===== config.mk =====
export PLATFORM = sky130hd
export DESIGN_NAME = round_sequencer
export DESIGN_NICKNAME = d
export VERILOG_FILES = /design/src/rtl/round_sequencer.sv
export SDC_FILE = /design/constraint.sdc
export NUM_CORES = 1
export LEC_CHECK = 0
export ABC_CLOCK_PERIOD_IN_PS = 1900
export CORE_MARGIN = 2
export CORE_UTILIZATION = 39
export DETAILED_ROUTE_END_ITERATION = 16
export GPL_TIMING_DRIVEN = 1
export MAX_ROUTING_LAYER = met4
export PLACE_DENSITY_LB_ADDON = 0.05
export REMOVE_ABC_BUFFERS = 1
export SLEW_MARGIN = 20
export SYNTH_ARGS = -nofsm -noshare
export SYNTH_HDL_FRONTEND = slang
export SYNTH_SLANG_ARGS = --single-unit

===== constraint.sdc =====
create_clock -name clk -period 1.9 [get_ports clk]
set_input_delay 0.285 -clock clk [delete_from_list [all_inputs] [get_ports clk]]
set_output_delay 0.285 -clock clk [all_outputs]
set_load 0.03 [all_outputs]

===== src/rtl/round_sequencer.sv =====
// Sequencing controller for the 16-bit round-up datapath: handshakes samples in, completes
// the carry into a[15:12] when needed, and handshakes results out. Optional counters: ROUND_STATS_EN.
`timescale 1ns/1ps
module round_sequencer #(
   parameter int CNT_W     = 16,
   parameter bit CARRY_SAT = 1'b1
) (
   input  logic             clk,
   input  logic             rst_n,
   input  logic [15:0]      in_data,
   input  logic             in_round,
   input  logic             in_valid,
   output logic             in_ready,
   output logic [15:0]      dp_a,
   output logic             dp_dog,
   input  logic [15:0]      dp_mag,
   input  logic             dp_feeder,
   output logic [15:0]      out_data,
   output logic             out_ovf,
   output logic             out_valid,
   input  logic             out_ready,
   output logic [CNT_W-1:0] stat_rnd,
   output logic [CNT_W-1:0] stat_ovf
);

   typedef enum logic [1:0] {IDLE, ISSUE, CARRY, HOLD} state_t;

   state_t      state_q, state_d;
   logic        in_ready_q, in_ready_d;
   logic [15:0] dp_a_q, dp_a_d;
   logic        dp_dog_q, dp_dog_d;
   logic [15:0] out_data_q, out_data_d;
   logic        out_ovf_q, out_ovf_d;
   logic        out_valid_q, out_valid_d;
   logic        capture;
   logic        hold_entry;

   always_comb begin
      state_d    = state_q;
      dp_a_d     = dp_a_q;
      dp_dog_d   = dp_dog_q;
      out_data_d = out_data_q;
      out_ovf_d  = out_ovf_q;
      capture    = 1'b0;
      unique case (state_q)
         IDLE: begin
            if (in_valid && in_ready_q) begin
               capture  = 1'b1;
               dp_a_d   = in_data;
               dp_dog_d = in_round;
               state_d  = ISSUE;
            end
         end
         ISSUE: begin
            if (dp_feeder) begin
               state_d = CARRY;
            end else begin
               out_data_d = dp_mag;
               out_ovf_d  = 1'b0;
               state_d    = HOLD;
            end
         end
         CARRY: begin
            // The nibble below overflowed; ripple the carry into the top nibble.
            if (dp_a_q[15:12] != 4'hF) begin
               out_data_d = {dp_a_q[15:12] + 4'd1, 12'd0};
               out_ovf_d  = 1'b0;
            end else begin
               out_data_d = CARRY_SAT ? 16'hFFFF : 16'h0000;
               out_ovf_d  = 1'b1;
            end
            state_d = HOLD;
         end
         HOLD: begin
            if (out_ready) begin
               state_d = IDLE;
            end
         end
         default: state_d = IDLE;
      endcase
      in_ready_d  = (state_d == IDLE);
      out_valid_d = (state_d == HOLD);
      hold_entry  = (state_q != HOLD) && (state_d == HOLD);
   end

   always_ff @(posedge clk) begin
      if (!rst_n) begin
         state_q     <= IDLE;
         in_ready_q  <= 1'b0;
         dp_a_q      <= 16'd0;
         dp_dog_q    <= 1'b0;
         out_data_q  <= 16'd0;
         out_ovf_q   <= 1'b0;
         out_valid_q <= 1'b0;
      end else begin
         state_q     <= state_d;
         in_ready_q  <= in_ready_d;
         dp_a_q      <= dp_a_d;
         dp_dog_q    <= dp_dog_d;
         out_data_q  <= out_data_d;
         out_ovf_q   <= out_ovf_d;
         out_valid_q <= out_valid_d;
      end
   end

   assign in_ready  = in_ready_q;
   assign dp_a      = dp_a_q;
   assign dp_dog    = dp_dog_q;
   assign out_data  = out_data_q;
   assign out_ovf   = out_ovf_q;
   assign out_valid = out_valid_q;

`ifdef ROUND_STATS_EN
   logic [CNT_W-1:0] stat_rnd_q, stat_rnd_d;
   logic [CNT_W-1:0] stat_ovf_q, stat_ovf_d;

   // Counters stick at all-ones instead of wrapping.
   always_comb begin
      stat_rnd_d = stat_rnd_q;
      stat_ovf_d = stat_ovf_q;
      if (capture && in_round && (stat_rnd_q != {CNT_W{1'b1}})) begin
         stat_rnd_d = stat_rnd_q + 1'b1;
      end
      if (hold_entry && out_ovf_d && (stat_ovf_q != {CNT_W{1'b1}})) begin
         stat_ovf_d = stat_ovf_q + 1'b1;
      end
   end

   always_ff @(posedge clk) begin
      if (!rst_n) begin
         stat_rnd_q <= '0;
         stat_ovf_q <= '0;
      end else begin
         stat_rnd_q <= stat_rnd_d;
         stat_ovf_q <= stat_ovf_d;
      end
   end

   assign stat_rnd = stat_rnd_q;
   assign stat_ovf = stat_ovf_q;
`else
   logic unused_stats;
   assign unused_stats = capture ^ hold_entry;
   assign stat_rnd     = '0;
   assign stat_ovf     = '0;
`endif

endmodule


==> metrics.md <==
| Metric | Value |
|---|---|
| Status | complete, no violations |
| Slowest stage delay, CP | between 0.7 and 0.8 ns |
| Yosys reg bits | 38 |
| Die height | 73.93 um |
| Area contributors post-synth | dfxtp_1 (40%), buf_4 (15%), nand2_1 (9.8%), a21oi_2 (9.2%), o31ai_1 (4.7%) |
| Clock Skews | 0.005833 ns |
| Stages on worst setup path | 1 |
| Crit path buf inv count | 1 |
| Fmax | 0.5867 GHz |
| Initial DRC count | 57 |
| Depth of the CTS H-tree | 2 |
| Resize count post-CTS | 0 |
| DP HPWL | between 3 and 4 mm |
| Max_cap viols | 0 |
| RSZ-0062 raised after global routing | false |
| Non-filler cells, final | 361 |
| Cell taking the most area after synthesis | dfxtp_1 |
| Die area | between 5000 and 6000 um^2 |
| Synth Warn # | 0 |
| GRT Util Overall | between 10% and 20% |
| WL/cell | ~12 um |
| Setup slack after layout | a little under 0.2 ns |
| Largest net degree at the start of global routing | 21 |
| Critical Path Start Type | register |
| Clock transition at path regs | 0.07 ns |
| Slowest CP cell | clkdlybuf4s50_1 |
| Critical Path, Cell by Cell | clkdlybuf4s50_1 |
| Root Driver | clkbuf_8 |
| Reg2reg path depth | 4 |
| Remaining DRCs | 0 |
| Final setup TNS | 0 ns |
| Ys async rst share | 0% |
| DRT Wirelength | about 4.2 mm |
| Post-route antenna net violation count | 0 |
| Setup bufs post-CTS | 0 |
| CP endpoint | dp_a[12] |
| Yosys cell types | 32 |
| Clock Sinks | 38 |
| Mean Syn Cell Area | between 8 and 9 um^2 |
| RR Startpoint | state_q[1] |
| Via count | around 1.6k |
| Critical Path RT | 1.62 ns |
| Fin nets | roughly 330 |
| Reg2reg end | out_ovf |
| # diodes | 0 |
| # port buffers | 73 |
| Relative slew slack | about 66% |
| Maximum vdd drop | 0.5012 mV |
| Final period util | between 80% and 90% |
| GRT overflow | 0 |
| Slew Viols, Final | 0 |
| Worst setup startpoint | dp_a[12] |
| DP Area | between 2000 and 3000 um^2 |
| Leak | 0.001039 uW |
| Top-area cell type share of the netlist area | 39.90% |
| Crit path max-delay family | buffers and inverters |
| Area Overhead vs Synth | 39.70% |
| DIE WIDTH | 73.93 um |
| WP data arrival | between 1 and 1.5 ns |
| CTS tree | done |
| Cells after DPL | 353 |
| Final Wtd Congestion | between 0.7 and 0.8 |
| Via density | 4.482 |
| Number of CTS-inserted buffers | 5 |
| # rows | 25 |
| Seq/Total Area, Yosys | 39.90% |
| Post-CTS Hold Fix Bufs | 0 |
| Hold_ws | 0.4617 ns |
| First-pass GRT wire length | slightly below 7 mm |
| Clk buf depth | 2 |
| Post-synth top flop | dfxtp_1 |
| Endpoint class of the critical path | primary output |
| Final number of hold-violating endpoints | 0 |
| Minimum clock period after layout | roughly 1.7 ns |
| Setup Viol. Count Final | 0 |
| Finished Cell Area | between 2000 and 3000 um^2 |
| FF-to-FF setup slack | about 0.25 ns |
| Hold WC Path Type | register to register |
| Drt pass-1 iters | 4 |
| Dpl ws | about 0.14 ns |
| # IOs | 106 |
| Clock Latency Late Sink | between 0.2 and 0.3 ns |
| Worst Max-Slew Pin Slew | ~0.5 ns |
| Vias in the first global route | ~1.5k |
| Cell area power density | 959.7 nW/um^2 |
| Initial Util | between 40 and 50% |
| Mapped cell area | ~1900 um^2 |
| Fraction of layout cells with a size suffix above 1 | between 10 and 15% |
| Antenna violations before repair | 0 |
| Core Area | 4723 um^2 |
| Worst Path Max Fanout | 5 |
| Synth Instances | 217 |
| Number of synthesized flops with an enable pin | 0 |
| Setup CP Type | register to primary output |
[cell families after synthesis]
logic type      Yosys count  synth area share, %
other cells               1               0.1967
simple gates             71                18.57
flops                    38                39.90
buf+inv                  49                19.03
compound gates           57                21.65
fa+ha+maj                 1               0.6561
[tightest hold or removal path, cell delays in order, from the launching register on]
cell,delay [ns]
dfxtp_1,0.31
nand2_1,0.05
a21oi_1,0.05
[synth_stat cells (2+ instances only)]
cell type and instances:
o22ai_1 3, buf_6 5, buf_2 2, a21oi_2 20, a221oi_1 2, a21oi_1 12, inv_1 2, nor2_1 3
nor3_1 2, o21ai_1 2, o21ai_0 3, a311oi_1 2, and3_1 2, o31ai_1 12, nand3_1 4, nand2b_1 2
buf_4 37, nand2_1 50, dfxtp_1 38, clkbuf_1 2
[where the power goes]
group	switching, uW	internal [uW]	leakage [uW]	total [uW]
sequential	85.9	911	0.000311	996
combinational	571	414	0.000680	985
clock	282	293	0.0000482	574
total	939	1620	0.00104	2560
[state kept, by name, indices dropped and copies added (netlist names)]
name,count
dp_a,16
dp_dog,1
in_ready,1
out_data,16
out_ovf,1
out_valid,1
state_q,2
[through the flow]
stage	total power (uW)	utilization (%)
after floorplan	1590	-
after global placement	2003	54.46
after detailed placement	2003	54.46
after CTS	2582	56.40
after global routing	2692	56.40
final	2556	56.40
[layout make-up]
cell class	count	area, um^2
flip-flops and latches	38	760.7
repair buffers	85	820.8
inverters	2	7.507
clock inverters	1	5.005
fillers	444	2059
multi-input cells	161	899.6
well taps	67	83.83
clock buffers	7	86.33
[worst min-delay path by stage]
| stage | startpoint | end | slack (ns) | cells after the start |
|---|---|---|---|---|
| global placement | dp_a[3] | dp_a[3] | 0.44 | 2 |
| CTS | dp_a[4] | dp_a[4] | 0.46 | 2 |
| floorplan | rst_n | out_data[2] | 0.41 | 2 |
| detailed placement | dp_a[4] | dp_a[4] | 0.45 | 2 |
| global route | dp_dog | dp_dog | 0.48 | 2 |
| finish | dp_a[1] | dp_a[1] | 0.46 | 2 |
[cells in the final DEF, fill, tap and decap left out, types with 3 or more instances in the layout]
cell type,synthesis,final
o22ai_1,3,3
buf_4,37,12
clkdlybuf4s50_1,0,73
nand3_1,4,4
nor2_1,3,3
nand2_1,50,50
a21oi_2,20,20
dfxtp_1,38,38
o31ai_1,12,12
conb_1,1,32
clkbuf_8,0,6
a21oi_1,12,12
o21ai_0,3,3
[per-layer routing]
metal  track usage, %  vias to the layer above  wire, um
li1                 -                      823         -
met1            20.22                      719      1988
met2            26.49                       71      1875
met3            5.350                        5       316
met4            5.455                        0        55
met5                -                        -         0
Power figures use the tool's default switching activity.
==> patch: new RTL, same settings <==
The option `ROUND_STATS_EN` is turned on by a define.
--- a/src/rtl/round_sequencer.sv
+++ b/src/rtl/round_sequencer.sv
@@ -1,6 +1,8 @@
 // Sequencing controller for the 16-bit round-up datapath: handshakes samples in, completes
 // the carry into a[15:12] when needed, and handshakes results out. Optional counters: ROUND_STATS_EN.
 `timescale 1ns/1ps
+`define ROUND_STATS_EN
+
 module round_sequencer #(
    parameter int CNT_W     = 16,
    parameter bit CARRY_SAT = 1'b1
Formal check against the unedited RTL: not equivalent (Yosys sat finds a counterexample within 4 cycles, from zero or initial values and one cycle with rst_n low).
==> patch against the unedited design <==
- the run now ends with negative setup slack left
- count of clock-buffer cells in the layout rose by 6
- first-iteration DRC count grew 95%
- total power increased by 97%
- routed wire length increased by 110%
- worst setup slack lost 0.24 ns
- cell area is 91% higher
- via count grew 100%
- register-to-register slack got worse by 0.30 ns
- cell count up 78%
- sequential cell count rose by 32
- area after synthesis rose by 66%
- fmax is 13% lower
==> patch: results (changes against the unedited design) <==
* Num rows at 32 (+28%)
* RR Startpoint: state_q[0]
* Min-Delay Startpoint: dp_a[10]
* Register area at 0.00140 mm² (+85%)
* CTS buffer count at 9 (+4)
* PD cells at 987 mW/mm² (+2.8%)
* Final hold slack at 0.455 ns (-0.00710 ns)
* Initial detailed-routing violation count at 111 (+95%)
* Comb pwr share at 0.410 (+0.025)
* Setup violations, final at 6 (+6)
* Pre-CTS setup slack at -0.328 ns (-0.470 ns)
* Worst setup slack after layout at -0.0485 ns (-0.244 ns)
* Number of global-route vias before repair at 3,123 (+110%)
* Failing checks: negative setup slack
* Placed Cells at 613 (+74%)
* Post-Syn Instances at 379 (+75%)
* Setup bufs post-CTS at 9 (+9)
* Internal power at 3.30 mW (+100%)
* WL met1 at 4080 µm (+110%)
* Clock network area share at 0.0395 (+0.00523)
* Fin nets at 582 (+75%)
* Seq pwr share at 0.347 (-0.043)
* Status: complete, but fails checks
* Routability Congestion at 0.844 (+8.2%)
* Skew final at 0.0112 ns (+0.00534 ns)
[patch: cell types whose count changed in the layout (fill, tap and decap cells not counted), sizes merged, moves of 8 or more]
cell,change
a21oi,+15
buf,+43
clkdlybuf4s50,+32
conb,-32
dfxtp,+32
ha,+8
nand3,+8
nand4,+15
nor2,+35
o21ai,+23
o31ai,-10
or3,+12
[patch: cell families (layout without fill, tap and decap cells)]
family / Yosys count / in the layout / synth area share
compound gates: 97 / 97 / 0.179
xor+xnor: 12 / 12 / 0.0332
fa+ha+maj: 9 / 9 / 0.0355
buf+inv: 27 / 185 / 0.0367
flops: 70 / 70 / 0.442
mux: 6 / 6 / 0.0190
simple gates: 158 / 161 / 0.255
[patch: critical path, stage by stage (launching register included)]
cell,delay [ns]
dfxtp_2,0.34
buf_4,0.15
ha_2,0.18
buf_4,0.14
a221oi_4,0.30
buf_6,0.18
nand4_4,0.13
or3_1,0.35
a21oi_2,0.12
